### config.mk
export PLATFORM = sky130hd
export DESIGN_NAME = uart_tx_fifo
export DESIGN_NICKNAME = d
export VERILOG_FILES = /design/src/rtl/uart_tx_fifo.sv
export SDC_FILE = /design/constraint.sdc
export NUM_CORES = 1
export LEC_CHECK = 0
export ABC_AREA = 1
export BUFFER_PORTS_ARGS = -buffer_cell sky130_fd_sc_hd__buf_4
export CELL_PAD_IN_SITES_DETAIL_PLACEMENT = 1
export CELL_PAD_IN_SITES_GLOBAL_PLACEMENT = 1
export CORE_MARGIN = 2
export CORE_UTILIZATION = 45
export CTS_CLUSTER_SIZE = 20
export DETAILED_ROUTE_END_ITERATION = 10
export PLACE_DENSITY = 0.84
export SLEW_MARGIN = 20
export SYNTH_ARGS = -nofsm -noshare
export SYNTH_HDL_FRONTEND = slang
export SYNTH_SLANG_ARGS = --single-unit
### constraint.sdc
create_clock -name clk -period 3.5 [get_ports clk]
set_clock_uncertainty 0.1 [all_clocks]
set_input_delay 0.175 -clock clk [delete_from_list [all_inputs] [get_ports clk]]
set_output_delay 0.175 -clock clk [all_outputs]
set_load 0.03 [all_outputs]
### src/rtl/uart_tx_fifo.sv
// -----------------------------------------------------------------------------
// uart_tx_fifo
//   UART transmitter with an integrated transmit FIFO. Bytes pushed by a bus
//   master are serialised back-to-back, LSB first, with one start bit, an
//   optional parity bit and one or two stop bits. While the FIFO holds data
//   the next start bit immediately follows the last stop cycle.
//
//   Optional feature macro: UART_TX_PARITY_EN
//     defined   -> PARITY (0 none, 1 odd, 2 even) is honoured; the parity
//                  state and parity generator are built.
//     undefined -> no parity state or logic; PARITY has no effect.
//
// Ports
//   clk        in   rising-edge clock
//   reset_n    in   asynchronous active-low reset
//   wr_en      in   write strobe, pushes wr_data when the FIFO is not full
//   wr_data    in   DATA_LEN-bit word to transmit
//   fifo_full  out  all FIFO_DEPTH entries occupied (registered)
//   fifo_empty out  FIFO holds no entries (registered)
//   tx_busy    out  a frame is on the line
//   tx_data    out  serial line, idle high
//   tx_done    out  one-cycle pulse at the end of every frame
// -----------------------------------------------------------------------------
module uart_tx_fifo #(
  parameter int DATA_LEN     = 8,
  parameter int CLKS_PER_BIT = 87,
  parameter int FIFO_DEPTH   = 4,
  parameter int PARITY       = 0,
  parameter int STOP_BITS    = 1
) (
  input  logic                clk,
  input  logic                reset_n,
  input  logic                wr_en,
  input  logic [DATA_LEN-1:0] wr_data,
  output logic                fifo_full,
  output logic                fifo_empty,
  output logic                tx_busy,
  output logic                tx_data,
  output logic                tx_done
);

  localparam int PTR_W     = $clog2(FIFO_DEPTH);
  localparam int CNT_W     = PTR_W + 1;
  localparam int STOP_CLKS = STOP_BITS * CLKS_PER_BIT;
  // The clock counter must reach the longest period, which is the stop period.
  localparam int CLK_W     = $clog2(STOP_CLKS);
  localparam int BIT_W     = $clog2(DATA_LEN);

`ifdef UART_TX_PARITY_EN
  localparam bit PAR_ON  = (PARITY != 0);
  localparam bit PAR_ODD = (PARITY == 1);
`else
  // Marks instances that request parity in a build where it is not compiled in.
  if (PARITY != 0) begin : g_parity_ignored
  end
`endif

  typedef enum logic [2:0] {
    S_IDLE,
    S_START,
    S_DATA,
`ifdef UART_TX_PARITY_EN
    S_PARITY,
`endif
    S_STOP
  } state_e;

  // ---------------------------------------------------------------------------
  // FIFO
  // ---------------------------------------------------------------------------
  logic [DATA_LEN-1:0] mem_q [FIFO_DEPTH];
  logic [PTR_W-1:0]    wr_ptr_q, rd_ptr_q;
  logic [CNT_W-1:0]    count_q, count_d;
  logic                full_q, empty_q;
  logic                push, pop;

  // A pop in the same cycle frees a slot, so a write into a full FIFO is
  // accepted when the FSM is popping.
  assign push    = wr_en && (!full_q || pop);
  assign count_d = count_q + CNT_W'(push) - CNT_W'(pop);

  always_ff @(posedge clk or negedge reset_n) begin
    if (!reset_n) begin
      wr_ptr_q <= '0;
      rd_ptr_q <= '0;
      count_q  <= '0;
      full_q   <= 1'b0;
      empty_q  <= 1'b1;
    end else begin
      // NOTE: state registers use non-blocking assignments so every flop
      // samples the pre-edge values regardless of statement order.
      if (push) wr_ptr_q <= wr_ptr_q + PTR_W'(1);
      if (pop)  rd_ptr_q <= rd_ptr_q + PTR_W'(1);
      count_q <= count_d;
      full_q  <= (count_d == CNT_W'(FIFO_DEPTH));
      empty_q <= (count_d == '0);
    end
  end

  // NOTE: the storage array has no reset; pointers and count define which
  // entries are valid, so clearing them flushes the FIFO.
  always_ff @(posedge clk) begin
    if (push) mem_q[wr_ptr_q] <= wr_data;
  end

  // ---------------------------------------------------------------------------
  // Transmit FSM
  // ---------------------------------------------------------------------------
  state_e              state_q, state_d;
  logic [CLK_W-1:0]    clk_cnt_q, clk_cnt_d;
  logic [BIT_W-1:0]    bit_cnt_q, bit_cnt_d;
  logic [DATA_LEN-1:0] shift_q, shift_d;
  logic                tx_q, tx_d;
  logic                busy_q, busy_d;
  logic                done_q, done_d;
  logic                bit_end;
`ifdef UART_TX_PARITY_EN
  logic                par_q, par_d;
`endif

  assign bit_end = (clk_cnt_q == CLK_W'(CLKS_PER_BIT - 1));

  always_comb begin
    // NOTE: every signal gets a default before the case so no path leaves
    // one unassigned, which would infer a latch.
    state_d   = state_q;
    clk_cnt_d = clk_cnt_q;
    bit_cnt_d = bit_cnt_q;
    shift_d   = shift_q;
    tx_d      = tx_q;
    busy_d    = busy_q;
    done_d    = 1'b0;
    pop       = 1'b0;
`ifdef UART_TX_PARITY_EN
    par_d     = par_q;
`endif

    case (state_q)
      S_IDLE: begin
        tx_d = 1'b1;
        if (!empty_q) pop = 1'b1;
      end

      S_START: begin
        if (bit_end) begin
          clk_cnt_d = '0;
          bit_cnt_d = '0;
          tx_d      = shift_q[0];
          state_d   = S_DATA;
        end else begin
          clk_cnt_d = clk_cnt_q + CLK_W'(1);
        end
      end

      S_DATA: begin
        if (bit_end) begin
          clk_cnt_d = '0;
          if (bit_cnt_q == BIT_W'(DATA_LEN - 1)) begin
`ifdef UART_TX_PARITY_EN
            if (PAR_ON) begin
              tx_d    = par_q;
              state_d = S_PARITY;
            end else begin
              tx_d    = 1'b1;
              state_d = S_STOP;
            end
`else
            tx_d    = 1'b1;
            state_d = S_STOP;
`endif
          end else begin
            // The line always carries bit 0 of the shift register.
            bit_cnt_d = bit_cnt_q + BIT_W'(1);
            shift_d   = shift_q >> 1;
            tx_d      = shift_q[1];
          end
        end else begin
          clk_cnt_d = clk_cnt_q + CLK_W'(1);
        end
      end

`ifdef UART_TX_PARITY_EN
      S_PARITY: begin
        if (bit_end) begin
          clk_cnt_d = '0;
          tx_d      = 1'b1;
          state_d   = S_STOP;
        end else begin
          clk_cnt_d = clk_cnt_q + CLK_W'(1);
        end
      end
`endif

      S_STOP: begin
        if (clk_cnt_q == CLK_W'(STOP_CLKS - 1)) begin
          done_d    = 1'b1;
          clk_cnt_d = '0;
          if (!empty_q) begin
            pop = 1'b1;
          end else begin
            busy_d  = 1'b0;
            state_d = S_IDLE;
          end
        end else begin
          clk_cnt_d = clk_cnt_q + CLK_W'(1);
        end
      end

      default: state_d = S_IDLE;
    endcase

    // Common frame launch from IDLE or from the last stop cycle: the word is
    // captured here so later FIFO writes cannot disturb the frame.
    if (pop) begin
      shift_d   = mem_q[rd_ptr_q];
`ifdef UART_TX_PARITY_EN
      par_d     = (^mem_q[rd_ptr_q]) ^ PAR_ODD;
`endif
      tx_d      = 1'b0;
      busy_d    = 1'b1;
      clk_cnt_d = '0;
      state_d   = S_START;
    end
  end

  always_ff @(posedge clk or negedge reset_n) begin
    if (!reset_n) begin
      state_q   <= S_IDLE;
      clk_cnt_q <= '0;
      bit_cnt_q <= '0;
      shift_q   <= '0;
      tx_q      <= 1'b1;
      busy_q    <= 1'b0;
      done_q    <= 1'b0;
`ifdef UART_TX_PARITY_EN
      par_q     <= 1'b0;
`endif
    end else begin
      state_q   <= state_d;
      clk_cnt_q <= clk_cnt_d;
      bit_cnt_q <= bit_cnt_d;
      shift_q   <= shift_d;
      tx_q      <= tx_d;
      busy_q    <= busy_d;
      done_q    <= done_d;
`ifdef UART_TX_PARITY_EN
      par_q     <= par_d;
`endif
    end
  end

  assign fifo_full  = full_q;
  assign fifo_empty = empty_q;
  assign tx_busy    = busy_q;
  assign tx_data    = tx_q;
  assign tx_done    = done_q;

endmodule

==> results.sh, run 1 <==
export IMPL_clk_path_buf_depth=2
export IMPL_die_width_um=84.4
export IMPL_htree_num_levels=3
export IMPL_areaGrowthSynthToFinish_pct=17.1
export IMPL_post_synth_instance_area_mm2=0.00291
export IMPL_synthCells=276
export IMPL_critical_path_max_fanout=26
export IMPL_synth_seq_cells=64
export IMPL_first_pass_grt_wire_length_mm=11.1
export IMPL_detailed_route_iter0_violations=72
export IMPL_synth_warning_count=0
export IMPL_cts_repair_timing_setup_buffer_count=0
export IMPL_critical_path_cell_by_cell="inv_1, ha_1, nor2_1, nand2_4, nand2_2, nand2_2, ha_1, inv_1, ha_1, inv_1, fa_1, xnor2_1, xnor2_1, nor3b_1"
export IMPL_synth_distinct_cells=29
export IMPL_path_buf_inv=3
export IMPL_grt_max_degree=33
export IMPL_cp_slowest_cell="sky130_fd_sc_hd__fa_1"
export IMPL_worst_ir_drop_vdd_v=0.000536
export IMPL_setup_ws_ns=0.250
export IMPL_antenna_found_initial=0
export IMPL_final_hold_violation_count=0
export IMPL_grt_remaining_overflow=0
export IMPL_fin_util_pct=53.9
export IMPL_start_util_pct=46.0
export IMPL_critical_path_class="flip-flop to flip-flop"
export IMPL_vias_per_cell=5.34
export IMPL_die_h_um=84.4
export IMPL_cap_violations=0
export IMPL_setup_worst_path_end_class="flip-flop"
export IMPL_first_pass_iters=4
export IMPL_drc=0
export IMPL_port_buffer_count=15
export IMPL_drive_above_1_share_pct=15.1
export IMPL_coreArea_mm2=0.00631
export IMPL_wirelength_mm=6.60
export IMPL_dr_max_layer_used="met4"
export IMPL_rsz0062_at_grt="no"
export IMPL_final_nets=332
export IMPL_synth_seq_area_share_pct=60.7
export IMPL_worst_ep_required_time_ns=3.67
export IMPL_via_count_of_the_first_global_routing_pass=2286
export IMPL_timing_critical_path_slowest_cell_delay_ns=0.44
export IMPL_met2_routed_wirelength_mm=3.44
export IMPL_final_min_period_over_clock_period_pct=92.8
export IMPL_clkSinkCount=64
export IMPL_power_per_cell_area_mw_per_mm2=892
export IMPL_drt_met1_wl_mm=2.80
export IMPL_gp_congestion=0.773
export IMPL_wl_per_cell_um=17.0
export IMPL_synth_avg_cell_area_um2=10.5
export IMPL_timing_final_max_slew_violations=0
export IMPL_cts_resized=0
export IMPL_lkg_pwr_uw=0.00148
export IMPL_max_slew_worst_pin_slew_ns=0.876
export IMPL_final_antenna_net_count=0
export IMPL_floorplan_rows=29
export IMPL_fin_setup_tns_ns=0
export IMPL_via_count=2072
export IMPL_critPathArrivalTime_ns=3.42
export IMPL_tritoncts_clock_tree="yes"
export IMPL_ios=16
export IMPL_total_power_uw=3040
export IMPL_wl_met3_um=207
export IMPL_cts_buffers=9
export IMPL_fmax_mhz=308
export IMPL_die_area_mm2=0.00711
export IMPL_outcome="complete, no violations"
export IMPL_timing_slew_headroom_pct=41.4
export IMPL_syn_nets=302
export IMPL_cts_root_buffer="sky130_fd_sc_hd__clkbuf_8"
export IMPL_fin_crit_ns=3.25
export IMPL_dp_final_hpwl_mm=4.03
export IMPL_global_route_usage_total_pct=20.3
export IMPL_clk_pin_slew_ns=0.08
export IMPL_detailedPlace_worstSlack_ns=0.315
export IMPL_worstSetupStartpointType="flip-flop"
export IMPL_holdCritPathClass="input pin to async pin"
export IMPL_final_setup_viol_count=0
export IMPL_clk_latency_ns=0.35
export IMPL_antenna_cells_inserted=0
export IMPL_top_family_by_delay_on_critical_path="adder cells"
[metal layers]
layer	vias to the layer above	GRT usage, %
met2	25	35.3
met4	0	8.37
met5	-	0
met1	1040	23.4
li1	992	-
met3	15	6.29
[layout by cell type (no fill, tap or decap), types with 4 or more instances in the layout]
cell,count
sky130_fd_sc_hd__a21oi_1,7
sky130_fd_sc_hd__buf_4,15
sky130_fd_sc_hd__clkbuf_8,9
sky130_fd_sc_hd__dfrtp_1,30
sky130_fd_sc_hd__dlygate4sd3_1,10
sky130_fd_sc_hd__edfxtp_1,32
sky130_fd_sc_hd__ha_1,14
sky130_fd_sc_hd__inv_1,26
sky130_fd_sc_hd__nand2_1,39
sky130_fd_sc_hd__nand2_2,5
sky130_fd_sc_hd__nand3_1,34
sky130_fd_sc_hd__nor2_1,28
sky130_fd_sc_hd__nor3_1,4
sky130_fd_sc_hd__o21ai_0,20
sky130_fd_sc_hd__o21ai_1,4
sky130_fd_sc_hd__o22ai_1,6
[cells by family (layout without fill, tap and decap cells)]
kind of cell | Yosys count | count (layout) | share of synthesized area (%)
AND/OR/NAND/NOR | 118 | 118 | 18.7
flip-flops | 64 | 64 | 60.7
AO/OA/AOI/OAI | 39 | 39 | 7.24
buffers and inverters | 35 | 70 | 5.12
adder cells (fa/ha/maj) | 15 | 15 | 6.72
XOR/XNOR | 5 | 5 | 1.51
[Yosys cell counts]
cell / number / area [um2]
sky130_fd_sc_hd__o21ai_1: 4 / 20.0
sky130_fd_sc_hd__o22a_1: 1 / 8.76
sky130_fd_sc_hd__nand2_4: 1 / 11.3
sky130_fd_sc_hd__o22ai_1: 6 / 37.5
sky130_fd_sc_hd__dfrtp_1: 30 / 751
sky130_fd_sc_hd__buf_2: 2 / 10.0
sky130_fd_sc_hd__inv_1: 26 / 97.6
sky130_fd_sc_hd__nor2_2: 1 / 6.26
sky130_fd_sc_hd__buf_6: 2 / 22.5
sky130_fd_sc_hd__nand2_2: 5 / 31.3
sky130_fd_sc_hd__nand3_1: 34 / 170
sky130_fd_sc_hd__a21oi_1: 7 / 35.0
sky130_fd_sc_hd__nor2_4: 2 / 22.5
sky130_fd_sc_hd__inv_2: 3 / 11.3
sky130_fd_sc_hd__ha_1: 14 / 175
sky130_fd_sc_hd__nand2_1: 39 / 146
sky130_fd_sc_hd__o21ai_0: 20 / 100
sky130_fd_sc_hd__dfstp_2: 2 / 52.6
sky130_fd_sc_hd__edfxtp_1: 32 / 961
sky130_fd_sc_hd__nor3_1: 4 / 20.0
sky130_fd_sc_hd__o21ai_2: 1 / 8.76
sky130_fd_sc_hd__nand4_1: 2 / 12.5
sky130_fd_sc_hd__nand3_2: 1 / 10.0
sky130_fd_sc_hd__xnor2_1: 2 / 17.5
sky130_fd_sc_hd__clkbuf_1: 2 / 7.51
sky130_fd_sc_hd__nor3b_1: 1 / 7.51
sky130_fd_sc_hd__nor2_1: 28 / 105
sky130_fd_sc_hd__fa_1: 1 / 20.0
sky130_fd_sc_hd__xor2_1: 3 / 26.3
[path summary, 6_finish.rpt]
path | endpoint | slack [ns] | startpoint | depth (start not counted)
min in group clk | bit_cnt_q[1]$_DFFE_PN0P_ | 0.41 | bit_cnt_q[1]$_DFFE_PN0P_ | 2
max in group asynchronous | fifo_empty$_DFF_PN1_ | 2.77 | reset_n | 2
setup reg to reg | fifo_full$_DFF_PN0_ | 0.25 | state_q[0]$_DFFE_PN0P_ | 14
hold reg to reg | bit_cnt_q[1]$_DFFE_PN0P_ | 0.41 | bit_cnt_q[1]$_DFFE_PN0P_ | 2
hold / removal | clk_cnt_q[2]$_DFFE_PN0P_ | 0.19 | reset_n | 2
setup / recovery | fifo_full$_DFF_PN0_ | 0.25 | state_q[0]$_DFFE_PN0P_ | 14
[sequential cells by signal, summed over array words and instances (netlist names), 2 cells and up]
signal,flops
shift_q,8
state_q,2
mem_q,32
bit_cnt_q,3
rd_ptr_q,2
clk_cnt_q,7
wr_ptr_q,2
count_q,3
[timing repair]
action / in CTS / in global routing
hold buffers: 10 / 0
endpoints found under the hold margin: 66 / 0
endpoints found under the setup margin: 0 / 0
[power breakdown]
| group | leakage, uW | switching, uW | internal, uW |
|---|---|---|---|
| sequential | 0.000693 | 163 | 1020 |
| clock | 0.000114 | 327 | 409 |
| combinational | 0.000672 | 739 | 380 |
| total | 0.00148 | 1230 | 1810 |
[area by class of cell]
class / instances / area, um2
Tap cell: 77 / 96.3
Sequential cell: 64 / 1760
Clock buffer: 9 / 124
Multi-Input combinational cell: 177 / 992
Fill cell: 684 / 2910
Clock inverter: 7 / 104
Timing Repair Buffer: 25 / 213
Inverter: 29 / 109
[per-stage QoR]
step	hold slack [ns]	instances	instance area, um2
6_report	0.190	388	3400
5_1_grt	0.219	388	3400
4_1_cts	0.201	388	3400
3_5_place_dp	0.0400	362	3070
3_3_place_gp	0.0300	362	3070
2_1_floorplan	-0.221	276	2910
Power figures use the tool's default switching activity.
==> inputs of run 2 (changes only) <==
Settings changed: CORE_ASPECT_RATIO set to 2.
==> results.sh, run 2 (synthesis gave the netlist of run 1 again) <==
export IMPL_gp_congestion=0.775
export IMPL_timing_final_max_slew_violations=0
export IMPL_detailed_route_iter0_violations=46
export IMPL_vias_per_cell=5.21
export IMPL_power_per_cell_area_mw_per_mm2=917
export IMPL_worst_case_register_to_register_setup_slack_ns=0.30
export IMPL_fin_crit_ns=3.20
export IMPL_largest_reg_flops=32
export IMPL_worst_ir_drop_vdd_v=0.000495
export IMPL_setup_ws_ns=0.295
export IMPL_drive_above_1_share_pct=15.4
export IMPL_critical_path_class="flip-flop to flip-flop"
export IMPL_detailedPlace_worstSlack_ns=0.308
export IMPL_final_setup_viol_count=0
export IMPL_areaGrowthSynthToFinish_pct=19.8
export IMPL_die_width_um=60.8
export IMPL_fmax_mhz=312
export IMPL_cap_violations=0
export IMPL_worstSetupStartpoint="state_q[0]$_DFFE_PN0P_"
export IMPL_critical_path_endpoint="fifo_full$_DFF_PN0_"
export IMPL_layout_cells_non_filler=398
export IMPL_dp_final_hpwl_mm=4.26
export IMPL_lkg_pwr_uw=0.00151
export IMPL_critical_path_max_fanout=26
export IMPL_drc=0
export IMPL_start_util_pct=46.4
export IMPL_clk_pin_slew_ns=0.05
export IMPL_wl_per_cell_um=15.6
export IMPL_critical_path_cell_by_cell="inv_1, ha_1, nor2_1, nand2_4, nand2_2, nand2_2, ha_1, inv_1, ha_1, inv_1, fa_1, xnor2_1, xnor2_1, nor3b_1"
export IMPL_setup_worst_path_end_class="flip-flop"
export IMPL_reg2reg_to="fifo_full$_DFF_PN0_"
export IMPL_die_h_um=118
export IMPL_total_power_uw=3190
export IMPL_via_count=2072
export IMPL_clk_path_buf_depth=2
export IMPL_final_antenna_net_count=0
export IMPL_reg2regPathDepth=14
export IMPL_global_route_usage_total_pct=20.0
export IMPL_antenna_cells_inserted=0
export IMPL_max_slew_worst_pin_slew_ns=0.870
export IMPL_worst_ep_required_time_ns=3.64
export IMPL_holdCritPathClass="input pin to flip-flop"
export IMPL_antenna_found_initial=0
export IMPL_layout_cells_most_common="sky130_fd_sc_hd__nand2_1"
export IMPL_tritoncts_clock_tree="yes"
export IMPL_first_pass_grt_wire_length_mm=10.4
export IMPL_final_min_period_over_clock_period_pct=91.6
export IMPL_worst_hold_slack_ns=0.0178
export IMPL_levels_on_crit_path=14
export IMPL_coreArea_mm2=0.00626
export IMPL_cts_buffers=9
export IMPL_timing_slew_headroom_pct=41.8
export IMPL_htree_num_levels=3
export IMPL_final_hold_violation_count=0
export IMPL_wirelength_mm=6.19
export IMPL_registers_top_by_ff_count="mem_q"
export IMPL_top_family_by_delay_on_critical_path="adder cells"
export IMPL_fin_setup_tns_ns=0
export IMPL_source_of_the_worst_register_to_register_timing_path="state_q[0]$_DFFE_PN0P_"
export IMPL_critPathArrivalTime_ns=3.35
export IMPL_cts_root_buffer="sky130_fd_sc_hd__clkbuf_16"
export IMPL_reg_largest_list="mem_q (32), shift_q (8), clk_cnt_q (7)"
export IMPL_grt_remaining_overflow=0
export IMPL_final_fill_count=702
export IMPL_path_buf_inv=3
export IMPL_grt_max_degree=33
export IMPL_ios=16
export IMPL_worstSetupStartpointType="flip-flop"
export IMPL_via_count_of_the_first_global_routing_pass=2330
export IMPL_timing_critical_path_slowest_cell_delay_ns=0.39
export IMPL_highest_count_cells_in_the_layout_ignoring_fill_and_taps="39 x sky130_fd_sc_hd__nand2_1, 34 x sky130_fd_sc_hd__nand3_1, 32 x sky130_fd_sc_hd__edfxtp_1"
export IMPL_dp_cells=371
export IMPL_cts_resized=0
export IMPL_port_buffer_count=15
export IMPL_die_area_mm2=0.00715
export IMPL_final_nets=333
export IMPL_floorplan_rows=41
export IMPL_outcome="complete, no violations"
export IMPL_first_pass_iters=4
export IMPL_cp_slowest_cell="sky130_fd_sc_hd__dfrtp_1"
export IMPL_clk_latency_ns=0.33
export IMPL_clkSinkCount=64
-- run 2: layout make-up --
cell class	instances	area, um2	share of cell area (%)
clock buffers	10	229	6.58
clock inverters	6	60.1	1.73
inverters	29	109	3.13
multi-input cells	177	992	28.5
flip-flops and latches	64	1760	50.7
well taps	86	108	3.09
repair buffers	26	218	6.26
-- run 2: how the worst min path moves through the flow --
| stage | from | endpoint | slack [ns] | cells after the start |
|---|---|---|---|---|
| after detailed placement | reset_n | tx_done$_DFF_PN0_ | 0.04 | 1 |
| after floorplan | reset_n | bit_cnt_q[0]$_DFFE_PN0P_ | -0.22 | 0 |
| after global routing | wr_en | wr_ptr_q[0]$_DFFE_PN0P_ | 0.03 | 3 |
| after CTS | wr_en | wr_ptr_q[0]$_DFFE_PN0P_ | 0.02 | 3 |
| final | wr_en | wr_ptr_q[0]$_DFFE_PN0P_ | 0.02 | 3 |
| after global placement | reset_n | tx_done$_DFF_PN0_ | 0.04 | 1 |
-- run 2: routing by layer --
metal,track usage [%],routed length (um)
met5,0,0
met2,36.5,3600
met4,10.6,206
met3,5.82,181
met1,18.4,2210
-- run 2: repair_timing --
item	CTS	global route
hold buffers	9	0
setup buffers	0	2
endpoints found under the setup margin	0	1
hold endpoints to repair	62	0
-- run 2: metrics by stage --
stage          cell area (um2)  utilization [%]
6_report                  3480             55.6
5_1_grt                   3480             55.6
4_1_cts                   3460             55.4
3_5_place_dp              3090             49.3
3_3_place_gp              3090             49.3
2_1_floorplan             2910                -
-- run 2: worst reg2reg max path: stages (launching register included) --
cell and delay (ns):
sky130_fd_sc_hd__dfrtp_1 0.39, sky130_fd_sc_hd__inv_1 0.09, sky130_fd_sc_hd__ha_1 0.34, sky130_fd_sc_hd__nor2_1 0.19
sky130_fd_sc_hd__nand2_4 0.21, sky130_fd_sc_hd__nand2_2 0.15, sky130_fd_sc_hd__nand2_2 0.11, sky130_fd_sc_hd__ha_1 0.30
sky130_fd_sc_hd__inv_1 0.05, sky130_fd_sc_hd__ha_1 0.13, sky130_fd_sc_hd__inv_1 0.05, sky130_fd_sc_hd__fa_1 0.38
sky130_fd_sc_hd__xnor2_1 0.15, sky130_fd_sc_hd__xnor2_1 0.26, sky130_fd_sc_hd__nor3b_1 0.23
-- run 2: where the power goes --
part / switching [uW] / internal (uW) / total (uW)
Combinational: 729 / 426 / 1150
Clock: 314 / 546 / 861
Sequential: 152 / 1020 / 1170
Total: 1200 / 1990 / 3190
